### src/rtl/router_merge4_pkg.sv
// Shared router types: port direction codes and block-wide constants.
package router_pkg;

  typedef enum logic [1:0] {
    PORT_SELF = 2'b00,
    PORT_NS   = 2'b01,
    PORT_WE   = 2'b10,
    PORT_DIAG = 2'b11
  } port_e;

  localparam int NUM_PORTS = 4;
  localparam int CNT_W     = 16;

endpackage

### src/rtl/router_merge4_if.sv
// Flit bus for the 4-to-1 merge: four routed input channels plus one merged output.
interface router_merge4_if #(
  parameter int maxx   = 2,
  parameter int maxy   = 2,
  parameter int DATA_W = 8
);
  logic [3:0]             in_valid;
  logic [3:0]             in_ready;
  logic [3:0][maxx-1:0]   in_dst_x;
  logic [3:0][maxy-1:0]   in_dst_y;
  logic [3:0][DATA_W-1:0] in_data;

  logic                   out_valid;
  logic                   out_ready;
  logic [maxx-1:0]        out_dst_x;
  logic [maxy-1:0]        out_dst_y;
  logic [DATA_W-1:0]      out_data;
  logic [1:0]             out_src;

  // Merge block side: consumes input channels, produces the merged flit.
  modport slave (
    input  in_valid, in_dst_x, in_dst_y, in_data, out_ready,
    output in_ready, out_valid, out_dst_x, out_dst_y, out_data, out_src
  );

  // Environment side: drives input channels, consumes the merged flit.
  modport master (
    output in_valid, in_dst_x, in_dst_y, in_data, out_ready,
    input  in_ready, out_valid, out_dst_x, out_dst_y, out_data, out_src
  );
endinterface

### src/rtl/router_merge4_arb.sv
// 4-way round-robin arbiter: first requester at or above ptr, wrapping modulo 4.
module rr_arbiter4 (
  input  logic [3:0] req,
  input  logic [1:0] ptr,
  output logic [3:0] grant,
  output logic [1:0] gidx,
  output logic       any
);
  logic [1:0] idx;
  logic       found;

  always_comb begin
    idx   = '0;
    found = 1'b0;
    gidx  = '0;
    any   = |req;
    for (int k = 0; k < 4; k++) begin
      idx = ptr + 2'(k);
      if (!found && req[idx]) begin
        found = 1'b1;
        gidx  = idx;
      end
    end
    grant = any ? (4'b0001 << gidx) : 4'b0000;
  end
endmodule

### src/rtl/router_merge4.sv
// Merges the four routed-direction channels into one registered output stage
// with round-robin fairness and a saturating delivered-flit counter.
module router_merge4
  import router_pkg::*;
#(
  parameter int maxx   = 2,
  parameter int maxy   = 2,
  parameter int DATA_W = 8
) (
  input  logic             clk,
  input  logic             rst,
  router_merge4_if.slave   bus,
  output logic [CNT_W-1:0] flit_cnt
);
  logic [NUM_PORTS-1:0] grant;
  logic [1:0]           gidx;
  logic                 any;
  logic                 free;
  logic                 accept;

  logic [1:0]        ptr_q,  ptr_d;
  logic              vld_q,  vld_d;
  port_e             src_q,  src_d;
  logic [maxx-1:0]   x_q,    x_d;
  logic [maxy-1:0]   y_q,    y_d;
  logic [DATA_W-1:0] data_q, data_d;
  logic [CNT_W-1:0]  cnt_q,  cnt_d;

  rr_arbiter4 u_arb (
    .req   (bus.in_valid),
    .ptr   (ptr_q),
    .grant (grant),
    .gidx  (gidx),
    .any   (any)
  );

  // The output slot frees up either when empty or when it drains this cycle.
  assign free         = !vld_q || bus.out_ready;
  assign accept       = free && any && !rst;
  assign bus.in_ready = (free && !rst) ? grant : 4'b0000;

  always_comb begin
    ptr_d  = ptr_q;
    vld_d  = vld_q;
    src_d  = src_q;
    x_d    = x_q;
    y_d    = y_q;
    data_d = data_q;
    cnt_d  = cnt_q;
    if (accept) begin
      vld_d  = 1'b1;
      src_d  = port_e'(gidx);
      x_d    = bus.in_dst_x[gidx];
      y_d    = bus.in_dst_y[gidx];
      data_d = bus.in_data[gidx];
      ptr_d  = gidx + 2'd1;
    end else if (free) begin
      vld_d  = 1'b0;
    end
    if (vld_q && bus.out_ready && (cnt_q != {CNT_W{1'b1}}))
      cnt_d = cnt_q + 1'b1;
  end

  always_ff @(posedge clk) begin
    if (rst) begin
      ptr_q  <= '0;
      vld_q  <= 1'b0;
      src_q  <= PORT_SELF;
      x_q    <= '0;
      y_q    <= '0;
      data_q <= '0;
      cnt_q  <= '0;
    end else begin
      ptr_q  <= ptr_d;
      vld_q  <= vld_d;
      src_q  <= src_d;
      x_q    <= x_d;
      y_q    <= y_d;
      data_q <= data_d;
      cnt_q  <= cnt_d;
    end
  end

  assign bus.out_valid = vld_q;
  assign bus.out_src   = src_q;
  assign bus.out_dst_x = x_q;
  assign bus.out_dst_y = y_q;
  assign bus.out_data  = data_q;
  assign flit_cnt      = cnt_q;
endmodule

### src/flat_wrapper.sv
// flat-port wrapper written by rule: the top's interface ports become plain ports
module router_merge4_flat import router_pkg::*;
#(
  parameter int maxx   = 2,
  parameter int maxy   = 2,
  parameter int DATA_W = 8
)
  (clk, rst, flit_cnt, bus_in_valid, bus_in_dst_x, bus_in_dst_y, bus_in_data, bus_out_ready, bus_in_ready, bus_out_valid, bus_out_dst_x, bus_out_dst_y, bus_out_data, bus_out_src);
  router_merge4_if #(.maxx(maxx), .maxy(maxy), .DATA_W(DATA_W)) bus_i ();
  input  logic clk;
  input  logic rst;
  output logic [CNT_W-1:0] flit_cnt;
  input wire logic [$bits(bus_i.in_valid)-1:0] bus_in_valid;
  input wire logic [$bits(bus_i.in_dst_x)-1:0] bus_in_dst_x;
  input wire logic [$bits(bus_i.in_dst_y)-1:0] bus_in_dst_y;
  input wire logic [$bits(bus_i.in_data)-1:0] bus_in_data;
  input wire logic [$bits(bus_i.out_ready)-1:0] bus_out_ready;
  output wire logic [$bits(bus_i.in_ready)-1:0] bus_in_ready;
  output wire logic [$bits(bus_i.out_valid)-1:0] bus_out_valid;
  output wire logic [$bits(bus_i.out_dst_x)-1:0] bus_out_dst_x;
  output wire logic [$bits(bus_i.out_dst_y)-1:0] bus_out_dst_y;
  output wire logic [$bits(bus_i.out_data)-1:0] bus_out_data;
  output wire logic [$bits(bus_i.out_src)-1:0] bus_out_src;
  assign bus_i.in_valid = bus_in_valid;
  assign bus_i.in_dst_x = bus_in_dst_x;
  assign bus_i.in_dst_y = bus_in_dst_y;
  assign bus_i.in_data = bus_in_data;
  assign bus_i.out_ready = bus_out_ready;
  assign bus_in_ready = bus_i.in_ready;
  assign bus_out_valid = bus_i.out_valid;
  assign bus_out_dst_x = bus_i.out_dst_x;
  assign bus_out_dst_y = bus_i.out_dst_y;
  assign bus_out_data = bus_i.out_data;
  assign bus_out_src = bus_i.out_src;
  router_merge4 #(.maxx(maxx), .maxy(maxy), .DATA_W(DATA_W)) u_core (.clk(clk), .rst(rst), .bus(bus_i), .flit_cnt(flit_cnt));
endmodule
### config.mk
export PLATFORM = sky130hd
export DESIGN_NAME = router_merge4_flat
export DESIGN_NICKNAME = d
export VERILOG_FILES = /design/src/rtl/router_merge4_pkg.sv /design/src/rtl/router_merge4_if.sv /design/src/rtl/router_merge4_arb.sv /design/src/rtl/router_merge4.sv /design/src/flat_wrapper.sv
export SDC_FILE = /design/constraint.sdc
export NUM_CORES = 1
export LEC_CHECK = 0
export ABC_AREA = 1
export BUFFER_PORTS_ARGS = -buffer_cell sky130_fd_sc_hd__buf_2
export CORE_UTILIZATION = 40
export CTS_BUF_LIST = sky130_fd_sc_hd__clkbuf_8
export CTS_CLUSTER_SIZE = 14
export DETAILED_ROUTE_END_ITERATION = 16
export PLACE_DENSITY = 0.69
export SLEW_MARGIN = 30
export SYNTH_ARGS = -nofsm -noshare
export SYNTH_HDL_FRONTEND = slang
export SYNTH_SLANG_ARGS = --single-unit
export TNS_END_PERCENT = 1
### constraint.sdc
create_clock -name clk -period 2.4 [get_ports clk]
set_input_delay 0.48 -clock clk [delete_from_list [all_inputs] [get_ports clk]]
set_output_delay 0.48 -clock clk [all_outputs]
set_load 0.02 [all_outputs]
==> results of run 1 <==
-- where the power goes --
group          total, uW  internal, uW  switching [uW]  leakage [uW]
registers            754           681            72.6      0.000272
logic               2210           763            1440       0.00108
clock network        473           259             213     0.0000542
total               3430          1700            1730       0.00141
-- cell type report --
| class | count | area (um2) |
|---|---|---|
| clock buffer | 7 | 96.34 |
| clock inverter | 1 | 5.005 |
| fill | 541 | 2223 |
| inverter | 34 | 127.6 |
| multi-input combinational | 258 | 1308 |
| sequential | 33 | 663.1 |
| tap | 70 | 87.58 |
| timing repair buffer | 101 | 564.3 |
-- sequential cells by signal (all words and copies together), names as in the netlist --
register	cells
u_core.ptr_q	2
u_core.flit_cnt	16
u_core.bus.out_data	8
u_core.bus.out_valid	1
u_core.bus.out_src	2
u_core.bus.out_dst_y	2
u_core.bus.out_dst_x	2
-- cells in the final DEF, fill, tap and decap left out, types with 2 or more instances in the layout --
master / n
buf_2: 85
nand2_4: 4
a21oi_1: 26
inv_1: 30
clkbuf_8: 7
dfxtp_1: 31
nor3_1: 8
dfxtp_2: 2
nor4_1: 5
xor2_1: 3
buf_6: 5
o21ai_0: 12
nand3_2: 5
inv_2: 4
nand2_2: 9
nand4_1: 2
buf_4: 11
nand3_1: 68
nor2_4: 4
nand2_1: 68
nor2_2: 2
nor2_1: 35
-- worst paths after layout --
check	from	to	slack (ns)	depth (start not counted)
worst max-delay path	u_core.ptr_q[0]	bus_in_ready[3]	0.03	12
worst min-delay path	u_core.flit_cnt[14]	u_core.flit_cnt[14]	0.49	2
worst max register to register	u_core.ptr_q[0]	u_core.bus.out_dst_y[0]	0.40	14
worst min register to register	u_core.flit_cnt[14]	u_core.flit_cnt[14]	0.49	2
-- cell families after synthesis --
kind of cell | Yosys count
flops | 33
buf+inv | 49
xor+xnor | 3
simple gates | 213
fa+ha+maj | 1
compound gates | 41
-- metal layers --
| metal | GRT usage, % | share of wire (%) |
|---|---|---|
| met1 | 25.59 | 47 |
| met2 | 32.03 | 46 |
| met3 | 5.420 | 5.7 |
| met4 | 6.918 | 1.5 |
| met5 | 0 | 0 |
-- critical path, cell delays in order (launching register included) --
cell and delay (ns):
dfxtp_2 0.34, buf_6 0.13, buf_6 0.13, nand2_2 0.05
nand2_2 0.05, nand2_2 0.08, nand2_4 0.07, nor2_4 0.19
nand3_2 0.12, nand3_4 0.11, nand2_4 0.06, nor2_4 0.13
buf_6 0.12
-- through the flow --
step	total power (uW)	hold WS, ns
2_1_floorplan	2295	0.5424
3_3_place_gp	2695	0.4646
3_5_place_dp	2723	0.4807
4_1_cts	3200	0.4897
5_1_grt	3723	0.5158
6_report	3432	0.4876
-- timing repair --
| item | CTS | global route |
|---|---|---|
| pin swaps | 0 | 13 |
| hold endpoints to repair | 0 | 0 |
| hold buffers | 0 | 0 |
| endpoints found under the setup margin | 2 | 4 |
| resized for setup | 2 | 34 |
| buffers inserted | 0 | 4 |
==> results.md, run 1 <==
- Core area: slightly above 5000 um2
- Leak: between 0.001 and 0.0015 uW
- Post-synth top area share: about a third
- Synth top cells by count: nand2_1, nand3_1, nor2_1
- Antenna cells: 0
- Count leader, synth: nand2_1
- Slew HR: 63.22%
- Layout cells sized above 1: between 30% and 40%
- Die Width: approximately 74 um
- DP Wirelength: between 4 and 5 mm
- FMAX: about 420 MHz
- CTS tree: built
- Dominant cells by area after synthesis: dfxtp_1, nand3_1, nand2_1
- Cell area after synthesis: approximately 2100 um2
- IO Pins: 90
- Register area share after synthesis: a little under a third
- Post-synth EDFFs: 0
- Routed Antenna Nets: 0
- Global-route wire length before repair: roughly 8.5 mm
- Placed cell areas: 2606 um2
- IO buf count: 89
- Final nets: ~500
- Worst Setup End Kind: primary output
- Total number of H-tree levels: 2
- Final setup fails: 0
- Final core utilization: a little under three fifths
- Non-Filler Instances: 504
- Root buffer cell: clkbuf_8
- Max-cap violations: 0
- Clk sinks: 33
- CP required: 1.92 ns
- Worst setup SP type: register
- Hold Violations, Final: 0
- Post-synthesis async set-or-reset flop share: 0%
- CTS Buf Count: 5
- Area grow syn2layout: 35.82%
- Placed cells: between 400 and 500
- Rows: 26
- PD cells: 1204 nW/um2
- CP Max Fanout: 6
- Routability Congestion: 0.8778
- Routed WL: between 5 and 6 mm
- Worst VDD drop: 1025 uV
- Post-route DRC: 0
- WL per Instance: between 10 and 15 um
- Die area: approximately 5500 um2
- Tot GR Track Use: between 10% and 20%
- Synthesized instance count: 340
- Synth Area in Compound Gates: roughly a tenth
- Design Area, Final: ~2900 um2
- Clock Skew: roughly 0.0074 ns
- XOR/XNOR Fraction of Synth Area: under 10%
- Simple-Gate Fraction of Synth Area: 46.07%
- Number of library cell types mapped by synthesis: 26
- Setup ws final: ~0.027 ns
- Top_reg_cell synth: dfxtp_1
- Mean post-synth cell area: between 6 and 7 um2
- Vias: around 2500
- RSZ-0062 raised after global routing: true
- Min-delay worst type: reg2reg
- Status: completed
- Worst-path clk slew: 0.07 ns
- Largest net degree at the start of global routing: 26
- Final period utilization: 98.86%
- Proportion of synthesized area in mux cells: 0%
- Syn nets: approximately 400
- Total gr overflow: 0
- Max-slew violation count: 0
- 1st-iter DRT viols: 99
- Pre-CTS setup slack: between 0.2 and 0.3 ns
- Final min period: ~2.4 ns
- Fin Setup TNS: 0 ns
- DR vias/cell: 4.976
- Leading area contributor after synthesis: dfxtp_1
- Initial antenna violation count: 0
- Worst slew pin tran: approximately 0.55 ns
- Die H: ~74 um
- Vias in the first global route: between 1500 and 2000
- #FFs+latches synth: 33
- CP Class: reg2out
- YS warnings: 0
- Pre-Repair DR Iteration Count: 4
- Later-pin clock latency in the skew report: 0.29 ns
- Main combinational cell family by area after synthesis: simple AND/OR/NAND/NOR gates
- Synthesized-area fraction occupied by adder cells: 0.5959%
- CP arrival: approximately 1.9 ns
- Initial core utilization: 41.37%
- Clock Tree Buf Depth: 2
Note: power is estimated with default switching activity, not from simulation.
==> run 2: changes to the inputs <==
- CELL_PAD_IN_SITES_DETAIL_PLACEMENT: not set -> 1
- CELL_PAD_IN_SITES_GLOBAL_PLACEMENT: not set -> 2
- CORE_UTILIZATION: 40 -> 24
- PLACE_DENSITY: 0.69 -> not set
- PLACE_DENSITY_LB_ADDON: not set -> 0.1
==> run 2 against run 1 <==
Clock skew is 0.0030 ns lower. Sequential share of layout area is 0.23 points lower. Non-clock buffer count is 2 higher. Final cell count is 7.3% higher. Worst setup slack better by 0.051 ns. Routed wire length is 30% higher. Combinational power hardly changed. Via count is 0.44% lower. Sequential cell count stayed put. Die area is 65% higher.
==> results.md, run 2 (synthesized netlist as in run 1, its figures left out) <==
- Vias in the first global route: 2287
- Worst-path clk slew: 0.07 ns
- Placed cells: between 500 and 600
- Tot GR Track Use: between 10% and 20%
- Hold_buf cts: 0
- Routed Antenna Nets: 0
- Rows: 33
- Routed length on met2: 3.413 mm
- CP arrival: ~1.8 ns
- Max-cap violations: 0
- Clock Skew: about 0.0045 ns
- Met3 WL: roughly 330 um
- IO Pins: 90
- DP Wirelength: 5.630 mm
- CTS tree: built
- Worst slew pin tran: ~0.5 ns
- Area grow syn2layout: 38.20%
- Die Width: 95.53 um
- Global-route wire length before repair: approximately 11 mm
- Pre-CTS setup slack: ~0.17 ns
- Layout cells sized above 1: around a third
- Leak: about 0.0014 uW
- Clk sinks: 33
- Reg2reg path depth: 14
- Hold Violations, Final: 0
- CP Class: reg2out
- Routed WL: 7.372 mm
- Total gr overflow: 0
- Layout filler cell count: roughly 1100
- Initial core utilization: ~25%
- Worst setup SP type: register
- Clock Tree Buf Depth: 2
- Non-Filler Instances: around 540
- Final nets: approximately 500
- Routability Congestion: roughly 0.84
- Slew HR: roughly two thirds
- 1st-iter DRT viols: 70
- Worst Setup End Kind: primary output
- Max reg flops: 16
- Vias: about 2500
- Largest net degree at the start of global routing: 25
- Uppermost routed layer: met4
- Pre-Repair DR Iteration Count: 4
- Die H: roughly 96 um
- Post-route DRC: 0
- Most common cell after layout, fill and taps aside: buf_2
- FMAX: between 400 and 500 MHz
- Most frequent cells in the layout: buf_2, nand3_1, nand2_1
- Worst VDD drop: 446.0 uV
- Min-delay worst type: reg2reg
- IO buf count: 89
- Die area: between 9000 and 10000 um2
- DR vias/cell: between 4 and 5
- Initial antenna violation count: 0
- Status: completed
- Final min period: roughly 2.3 ns
- Worst Hold Depth: 2
- M1 WL: approximately 3.5 mm
- Internal reg-to-reg setup slack: 0.41 ns
- CTS Buf Count: 5
- Hold WS: roughly 0.47 ns
- Setup ws final: 0.07878 ns
- RSZ-0062 raised after global routing: true
- PD cells: about 1200 nW/um2
- CP Max Fanout: 6
- WL per Instance: approximately 14 um
- Final period utilization: between 90% and 100%
- Core area: between 8000 and 9000 um2
- Antenna cells: 0
- Later-pin clock latency in the skew report: between 0.2 and 0.3 ns
- Root buffer cell: clkbuf_8
- Total number of H-tree levels: 2
- Final setup fails: 0
- CP required: 1.92 ns
- Max-slew violation count: 0
-- run 2: final timing paths --
kind / endpoint / from
setup / recovery: bus_in_ready[3] / u_core.ptr_q[0]
hold / removal: u_core.bus.out_src[1] / u_core.bus.out_src[1]
setup reg to reg: u_core.bus.out_data[1] / u_core.ptr_q[0]
hold reg to reg: u_core.bus.out_src[1] / u_core.bus.out_src[1]
-- run 2: cell type report --
cell class / instances / area (um2) / share of cell area [%]
repair buffers: 103 / 565.5 / 19.49
inverters: 34 / 130.1 / 4.485
clock buffers: 6 / 82.58 / 2.846
clock inverters: 2 / 33.78 / 1.164
flip-flops and latches: 33 / 668.1 / 23.03
well taps: 105 / 131.4 / 4.528
multi-input cells: 258 / 1290 / 44.46
-- run 2: where the power goes --
group          internal (uW)  switching (uW)  leakage (uW)
clock                    335             218     0.0000626
sequential               686            77.4      0.000273
combinational            738            1500       0.00108
-- run 2: stage by stage --
stage	setup TNS (ns)	power, uW	util, %	cell area [um2]
detailed placement	0	2860	31.95	2665
finish	0	3556	34.79	2902
global placement	0	2833	31.95	2665
CTS	0	3436	33.41	2786
floorplan	0	2295	-	2100
global route	-0.1132	3859	34.79	2902
-- run 2: critical path, cell delays in order, from the launching register on --
cell and delay (ns):
dfxtp_4 0.38, buf_6 0.13, nand2_1 0.05, nand2_1 0.09
nand2_2 0.10, nand2_4 0.07, nor2_4 0.17, nand3_2 0.11
nand3_4 0.13, nand2_2 0.06, nor2_1 0.12, buf_4 0.15
-- run 2: per-layer routing --
layer  GRT usage [%]  up-vias
li1                -     1307
met5               0        -
met2           25.71       60
met4           4.104        0
met3           3.748        6
met1           20.91     1124
-- run 2: repair_timing --
| action | 4_1_cts | 5_1_grt |
|---|---|---|
| resized for setup | 3 | 27 |
| buffers inserted | 0 | 4 |
| setup endpoints to repair | 4 | 4 |
| pin swaps | 0 | 10 |
==> run 3: changes to the inputs <==
- clock period: 2.4 -> 2.2 ns (I/O delays scaled with it)
==> run 3 against run 2 <==
The flow now finishes with violations (setup timing). Register-to-register slack got worse by 0.24 ns. First-iteration DRC count shrank 17%. Cell area up 5.8%. Die area stayed put. Non-clock buffer count is 7 higher. Worst hold slack better by 0.0075 ns. Power increased by 20%. Critical endpoint is now bus_in_ready[1]. Global-route usage rose by 1.3 points. Routed wire length is 0.83% higher. Sequential cell count is the same. Critical path depth rose by 1. Clock skew barely moved.
==> results.md, run 3 (synthesized netlist as in run 1, its figures left out) <==
- Routed WL: roughly 7.4 mm
- Design Power: approximately 4300 uW
- Pre-CTS setup slack: between 0.1 and 0.15 ns
- Hold WS: between 0.4 and 0.5 ns
- CP Class: reg2out
- Hold_buf cts: 0
- Total number of H-tree levels: 2
- Routed Antenna Nets: 0
- Layout filler cell count: ~1100
- Pre-Repair DR Iteration Count: 4
- Die H: about 96 um
- Die Width: 95.53 um
- Internal reg-to-reg setup slack: between 0.15 and 0.2 ns
- RSZ-0062 raised after global routing: true
- Final nets: ~500
- CP arrival: approximately 1.8 ns
- WL per Instance: around 14 um
- Status: finished, violations left
- FMAX: approximately 450 MHz
- Clock Skew: a little over 0.004 ns
- Final period utilization: 102.0%
- Slew HR: around 70%
- Final setup fails: 4
- Worst-path clk slew: 0.07 ns
- Layout cells sized above 1: between 30 and 40%
- Die area: roughly 9000 um2
- Most common cell after layout, fill and taps aside: buf_2
- Max-slew violation count: 0
- Clk sinks: 33
- Clock Tree Buf Depth: 2
- Routability Congestion: ~0.8
- Leak: 0.001490 uW
- Antenna cells: 0
- Initial core utilization: between 20% and 30%
- Worst slew pin tran: around 0.44 ns
- Max-cap violations: 0
- Core area: between 8000 and 9000 um2
- Worst Setup End Kind: primary output
- CTS Buf Count: 5
- Area grow syn2layout: 46.25%
- Worst VDD drop: 625.8 uV
- Max reg flops: 16
- Global-route wire length before repair: roughly 12 mm
- Largest net degree at the start of global routing: 25
- Post-route DRC: 0
- PD cells: 1392 nW/um2
- DR vias/cell: between 4 and 5
- Initial antenna violation count: 0
- Setup ws final: -0.04392 ns
- IO Pins: 90
- DP Wirelength: roughly 5.5 mm
- Min-delay worst type: reg2reg
- IO buf count: a little under 90
- Hold Violations, Final: 0
- CP required: about 1.8 ns
- Fin Setup TNS: -0.1283 ns
- CP Max Fanout: 8
- Most frequent cells in the layout: buf_2, nand3_1, nand2_1
- Vias in the first global route: between 2000 and 3000
- Final min period: approximately 2.2 ns
- Worst setup SP type: register
- Vias: around 2500
- Root buffer cell: clkbuf_8
- 1st-iter DRT viols: between 50 and 60
- Total gr overflow: 0
- Later-pin clock latency in the skew report: 0.29 ns
- Design Area, Final: between 3000 and 4000 um2
- Placed cell areas: 2685 um2
- Rows: 33
- Tot GR Track Use: around 17%
- CTS tree: built
- Failing checks: setup timing
-- run 3: final cells by class --
class / count / area (um2) / share of cell area (%)
Multi-Input combinational cell: 258 / 1353 / 44.05
Tap cell: 105 / 131.4 / 4.279
Timing Repair Buffer: 110 / 651.9 / 21.23
Clock inverter: 3 / 65.06 / 2.119
Clock buffer: 5 / 68.82 / 2.241
Inverter: 34 / 132.6 / 4.319
Sequential cell: 33 / 668.1 / 21.76
-- run 3: layer usage --
layer	GRT usage [%]	vias up	wire, um
met5	0	-	0
met4	5.473	0	74
met3	3.987	6	338
met2	27.38	57	3522
met1	22.58	1138	3498
li1	-	1323	-
-- run 3: path summary, 6_finish.rpt --
check,from,endpoint,cells past startpoint
worst max-delay path,u_core.ptr_q[0],bus_in_ready[1],12
worst min-delay path,u_core.bus.out_src[1],u_core.bus.out_src[1],2
worst max register to register,u_core.ptr_q[0],u_core.bus.out_data[2],15
worst min register to register,u_core.bus.out_src[1],u_core.bus.out_src[1],2
-- run 3: per-stage QoR --
stage | instances | util [%]
floorplan | 340 | -
global placement | 530 | 32.19
detailed placement | 530 | 32.19
CTS | 548 | 35.97
global route | 548 | 36.81
finish | 548 | 36.81
-- run 3: where the power goes --
group	switching (uW)	leakage (uW)	internal (uW)
logic	1760	0.00115	990
registers	85.5	0.000273	748
clock network	236	0.0000681	450
-- run 3: timing repair --
action | in CTS | in global routing
setup endpoints to repair | 4 | 14
resized for setup | 34 | 21
pin swaps | 14 | 7
setup buffers | 10 | 0
-- run 3: critical path, stage by stage, from the launching register on --
cell	delay [ns]
dfxtp_4	0.36
buf_8	0.14
nand2_4	0.06
nand2_2	0.06
nand2_4	0.09
nand2_4	0.07
nor2_4	0.18
nand2_2	0.11
nor2_4	0.14
nor2_4	0.05
nand3_2	0.07
inv_2	0.05
buf_6	0.12
